`config.mk`:
```
export PLATFORM = sky130hd
export DESIGN_NAME = seq_pattern_tx_flat
export DESIGN_NICKNAME = d
export VERILOG_FILES = /design/src/rtl/seq_pattern_tx_if.sv /design/src/rtl/seq_pattern_tx.sv /design/src/flat_wrapper.sv
export SDC_FILE = /design/constraint.sdc
export NUM_CORES = 1
export LEC_CHECK = 0
export CAP_MARGIN = 5
export CORE_MARGIN = 1.5
export CORE_UTILIZATION = 41
export CTS_CLUSTER_DIAMETER = 60
export DETAILED_ROUTE_END_ITERATION = 7
export DONT_BUFFER_PORTS = 1
export GPL_ROUTABILITY_DRIVEN = 0
export SLEW_MARGIN = 0
export SYNTH_ARGS = -nofsm -noshare
export SYNTH_HDL_FRONTEND = slang
export SYNTH_SLANG_ARGS = --single-unit
```
`constraint.sdc`:
```
create_clock -name clk -period 2.5 [get_ports clk]
set_input_delay 0 -clock clk [delete_from_list [all_inputs] [get_ports clk]]
set_output_delay 0 -clock clk [all_outputs]
set_load 0.03 [all_outputs]
```
`src/rtl/seq_pattern_tx_if.sv`:
```
// seq_pattern_tx_if: control inputs and serial/status outputs of the pattern transmitter
// Signals (driver/master side view):
//   start_i    request to send one pattern
//   repeat_i   re-send the pattern back-to-back when high at the end of the last bit
//   pattern_i  LEN-bit pattern, sent MSB first
//   w_o        serial data bit
//   w_valid_o  w_o carries a pattern bit
//   busy_o     transmitter is shifting
//   done_o     one-cycle pulse after the last bit period of each pattern
//   bit_idx_o  index of the bit currently on w_o
//   clk_tick_o toggles at every bit-period boundary
interface seq_pattern_tx_if #(parameter int LEN = 5);
  logic           start_i;
  logic           repeat_i;
  logic [LEN-1:0] pattern_i;
  logic           w_o;
  logic           w_valid_o;
  logic           busy_o;
  logic           done_o;
  logic [2:0]     bit_idx_o;
  logic           clk_tick_o;
  modport master (
    output start_i, repeat_i, pattern_i,
    input  w_o, w_valid_o, busy_o, done_o, bit_idx_o, clk_tick_o
  );
  modport slave (
    input  start_i, repeat_i, pattern_i,
    output w_o, w_valid_o, busy_o, done_o, bit_idx_o, clk_tick_o
  );
endinterface

```
`src/rtl/seq_pattern_tx.sv`:
```
// seq_pattern_tx: serial transmitter of a LEN-bit pattern (MSB first) with optional back-to-back repeat
// Ports:
//   clk    rising-edge clock
//   reset  asynchronous, active-low reset
//   bus    seq_pattern_tx_if.slave (start/repeat/pattern in; w, w_valid, busy, done, bit_idx, clk_tick out)
// Configuration:
//   SEQ_TX_PRESCALE_EN defined   -> each bit lasts PRESCALE clk cycles (29-bit prescale counter)
//   SEQ_TX_PRESCALE_EN undefined -> each bit lasts one clk cycle, PRESCALE has no effect
module seq_pattern_tx #(
  parameter int LEN      = 5,
  parameter int PRESCALE = 400_000_000
) (
  input logic           clk,
  input logic           reset,
  seq_pattern_tx_if.slave bus
);
  typedef enum logic [1:0] {IDLE = 2'd0, SHIFT = 2'd1, DONE = 2'd2} state_t;
  state_t         state_q, state_d;
  logic [LEN-1:0] sh_q, sh_d;
  logic [2:0]     idx_q, idx_d;
  logic           w_q, w_d;
  logic           valid_q, valid_d;
  logic           busy_q, busy_d;
  logic           done_q, done_d;
  logic           tick_q, tick_d;
  logic           bit_end;
`ifdef SEQ_TX_PRESCALE_EN
  logic [28:0] cnt_q, cnt_d;
  assign bit_end = cnt_q == 29'(PRESCALE - 1);
  // counter only runs while shifting, so every pattern starts on a fresh period
  assign cnt_d = (state_q != SHIFT || bit_end) ? '0 : cnt_q + 29'd1;
  always_ff @(posedge clk or negedge reset)
    if (!reset) cnt_q <= '0;
    else cnt_q <= cnt_d;
`else
  // legal PRESCALE is always >= 1, so every cycle ends a bit period
  assign bit_end = PRESCALE >= 1;
`endif
  always_comb begin
    state_d = state_q;
    sh_d    = sh_q;
    idx_d   = idx_q;
    w_d     = w_q;
    valid_d = valid_q;
    busy_d  = busy_q;
    done_d  = 1'b0;
    tick_d  = tick_q;
    case (state_q)
      IDLE: if (bus.start_i) begin
        state_d = SHIFT;
        sh_d    = bus.pattern_i;
        idx_d   = 3'(LEN - 1);
        w_d     = bus.pattern_i[LEN-1];
        valid_d = 1'b1;
        busy_d  = 1'b1;
      end
      SHIFT: if (bit_end) begin
        tick_d = ~tick_q;
        if (idx_q != 3'd0) begin
          // captured copy shifts left so the next bit is always just below the MSB
          idx_d = idx_q - 3'd1;
          sh_d  = sh_q << 1;
          w_d   = sh_q[LEN-2];
        end else if (bus.repeat_i) begin
          sh_d   = bus.pattern_i;
          idx_d  = 3'(LEN - 1);
          w_d    = bus.pattern_i[LEN-1];
          done_d = 1'b1;
        end else begin
          state_d = DONE;
          done_d  = 1'b1;
          w_d     = 1'b0;
          valid_d = 1'b0;
          busy_d  = 1'b0;
        end
      end
      DONE: state_d = IDLE;
      default: begin
        state_d = IDLE;
        sh_d    = '0;
        idx_d   = 3'd0;
        w_d     = 1'b0;
        valid_d = 1'b0;
        busy_d  = 1'b0;
      end
    endcase
  end
  always_ff @(posedge clk or negedge reset)
    if (!reset) begin
      state_q <= IDLE;
      sh_q    <= '0;
      idx_q   <= 3'd0;
      w_q     <= 1'b0;
      valid_q <= 1'b0;
      busy_q  <= 1'b0;
      done_q  <= 1'b0;
      tick_q  <= 1'b0;
    end else begin
      state_q <= state_d;
      sh_q    <= sh_d;
      idx_q   <= idx_d;
      w_q     <= w_d;
      valid_q <= valid_d;
      busy_q  <= busy_d;
      done_q  <= done_d;
      tick_q  <= tick_d;
    end
  assign bus.w_o        = w_q;
  assign bus.w_valid_o  = valid_q;
  assign bus.busy_o     = busy_q;
  assign bus.done_o     = done_q;
  assign bus.bit_idx_o  = idx_q;
  assign bus.clk_tick_o = tick_q;
endmodule

```
`src/flat_wrapper.sv`:
```
// flat-port wrapper written by rule: the top's interface ports become plain ports
module seq_pattern_tx_flat 
#(
  parameter int LEN      = 5,
  parameter int PRESCALE = 400_000_000
)
  (clk, reset, bus_start_i, bus_repeat_i, bus_pattern_i, bus_w_o, bus_w_valid_o, bus_busy_o, bus_done_o, bus_bit_idx_o, bus_clk_tick_o);
  seq_pattern_tx_if #(.LEN(LEN)) bus_i ();
  input logic clk;
  input logic reset;
  input wire logic [$bits(bus_i.start_i)-1:0] bus_start_i;
  input wire logic [$bits(bus_i.repeat_i)-1:0] bus_repeat_i;
  input wire logic [$bits(bus_i.pattern_i)-1:0] bus_pattern_i;
  output wire logic [$bits(bus_i.w_o)-1:0] bus_w_o;
  output wire logic [$bits(bus_i.w_valid_o)-1:0] bus_w_valid_o;
  output wire logic [$bits(bus_i.busy_o)-1:0] bus_busy_o;
  output wire logic [$bits(bus_i.done_o)-1:0] bus_done_o;
  output wire logic [$bits(bus_i.bit_idx_o)-1:0] bus_bit_idx_o;
  output wire logic [$bits(bus_i.clk_tick_o)-1:0] bus_clk_tick_o;
  assign bus_i.start_i = bus_start_i;
  assign bus_i.repeat_i = bus_repeat_i;
  assign bus_i.pattern_i = bus_pattern_i;
  assign bus_w_o = bus_i.w_o;
  assign bus_w_valid_o = bus_i.w_valid_o;
  assign bus_busy_o = bus_i.busy_o;
  assign bus_done_o = bus_i.done_o;
  assign bus_bit_idx_o = bus_i.bit_idx_o;
  assign bus_clk_tick_o = bus_i.clk_tick_o;
  seq_pattern_tx #(.LEN(LEN), .PRESCALE(PRESCALE)) u_core (.clk(clk), .reset(reset), .bus(bus_i));
endmodule
```
==> results.toml <==
[outcome]
status = "finished clean"

[hold_path]
hold_path_depth = 3
min_path_type = "in -> reg"
min_from = "bus_repeat_i"

[sta]
hold_viol_final = 0
slew_headroom = 0.617
fin_crit_ns = 1.98
worstMarginPinSlew_ns = 0.572
slew_violations = 0
fin_crit_sh = 0.791
rsz0062_at_grt = "false"
setup_viol = 0
fin_skew_ns = 0.00373
clock.fmax_mhz = 506
fin_setup_tns_ns = 0

[logic_synthesis]
postSynthCellCount = 63
synth_nets = 74
netlist-cell-type-count = 26
ys_seq_elements = 13
synth_area_um2 = 722
ys_async_sr_fraction = 1.00
syn_area_per_cell_um2 = 11.5
ys_seq_area_frac = 0.451
yosysWarnings = 0
synth-edff-count = 0
synthFlopType = "dfrtp_1"

[job]
cap_violations = 0

[routing]
drc_errors = 0
wl_per_cell_um = 16.0
routed_via_density = 5.67
first_pass_iters = 3
ant_nets = 0
finalWirelength_um = 1330
drtIter0Drc = 1
num_vias = 471

[clock_network]
post_cts_resized = 0
cts_sinks = 13
cts_tree = "done"
postCtsSetupBuffers = 0
clk_pin_slew_worst_paths_ns = 0.08
cts_root_buf = "clkbuf_4"
clock_latency_ns = 0.28
ctsHoldBuffers = 4
numCtsBuffers = 3
clockBufferDepth = 2
h-tree-depth = 1

[die]
die_h_um = 45.0
pin_count = 17
start_util = 0.458
rows = 14
core_um2 = 1580
die_w_um = 45.0
die_area_um2 = 2020

[setup_path]
cp-start-kind = "flop"
end_kind = "flop"
r2r_cells = 5
crit_fanout = 7
arrival_ns = 2.15
required_ns = 2.67
r2r_start = "u_core.bus.bit_idx_o[0]"
crit_type = "reg -> reg"
worstSetupStartpoint = "u_core.bus.bit_idx_o[0]"

[final_layout]
final_common_cell = "dfrtp_1"
drive_gt1_frac = 0.134
antenna_cells = 0
syn2layout_area_growth_pct = 7.11
n_fill_cell = 138
post-route-util = 0.490
fin_nets = 79
layout_common_cells = "dfrtp_1, nand2b_1, mux2_4"

[global_route]
grt.total_usage = 0.150
grt_start_max_net_pins = 15
grt_pass1_wl_um = 2150
antenna_found_initial = 0
grt_overflow = 0
first_global_vias = 471

[place]
hpwl_um = 921
io_buffers = 0

[pwr]
powerDensity_nw_per_um2 = 1360
power.leakage_nw = 0.357
peakVddDrop_mv = 0.548
power.total_mw = 1.05
[worst paths after layout]
check / to / slack [ns]
min reg2reg: u_core.sh_q[3] / 0.52
min in group asynchronous: u_core.bus.bit_idx_o[0] / 0.15
max: u_core.sh_q[1] / 0.52
max in group asynchronous: u_core.bus.clk_tick_o / 1.97
min: u_core.bus.bit_idx_o[1] / 0.06
max reg2reg: u_core.sh_q[1] / 0.52
[flip-flops by register name, indices dropped and copies added (netlist names)]
name	cells
u_core.sh_q	4
u_core.bus.bit_idx_o	3
u_core.bus.done_o	1
u_core.bus.busy_o	1
u_core.bus.clk_tick_o	1
u_core.bus.w_o	1
u_core.state_q	2
[cells in the mapped netlist, types with 2 or more instances]
master     instances  area share
nor2b_1            3       0.026
buf_6              2       0.031
nand2_1            2       0.010
nand4bb_1          3       0.047
ha_1               2       0.035
o21ai_0            3       0.021
o22ai_1            2       0.017
mux2i_1            2       0.028
nand2b_1           7       0.061
nor2_1             2       0.010
a21oi_1            2       0.014
dfrtp_1           13        0.45
mux2_4             5        0.10
inv_1              3       0.016
[through the flow]
step	worst slack, ns	std cells	instance area [um^2]	hold WS [ns]
after floorplan	0.764	63	722	-0.296
after global placement	0.622	75	707	-0.295
after detailed placement	0.555	75	707	-0.295
after CTS	0.536	83	773	0.0553
after global routing	0.479	83	773	0.0540
final	0.522	83	773	0.0604
[area by class of cell]
class | count | area (um^2) | area share
clock buffers | 4 | 26.3 | 0.0340
inverters | 3 | 11.3 | 0.0146
multi-input cells | 43 | 350 | 0.453
flip-flops and latches | 13 | 325 | 0.421
well taps | 16 | 20.0 | 0.0259
repair buffers | 4 | 40.0 | 0.0518
[worst max-delay path, stage by stage, from the launching register on]
cell and delay (ns):
dfrtp_1 0.52, nor2_1 0.26, ha_1 0.30, nand2b_1 0.09, o22a_1 0.34, mux2_4 0.35
[cells by family after synthesis]
family	share of synthesized area
adders and majority gates	0.0347
muxes	0.132
AOI/OAI and AO/OA	0.0953
and+or+nand+nor	0.211
xor gates and xnor gates	0.0121
buffers and inverters	0.0641
DFF	0.451
[routing by layer]
| layer | global-route usage | wire [um] |
|---|---|---|
| met5 | 0 | 0 |
| met1 | 0.176 | 658 |
| met2 | 0.240 | 592 |
| met4 | 0.0706 | 12 |
| met3 | 0.0600 | 66 |
[power by group]
part / switching [mW] / internal [mW]
registers: 0.205 / 0.300
logic: 0.177 / 0.240
clock network: 0.0694 / 0.0619
(Power assumes the default switching activity.)
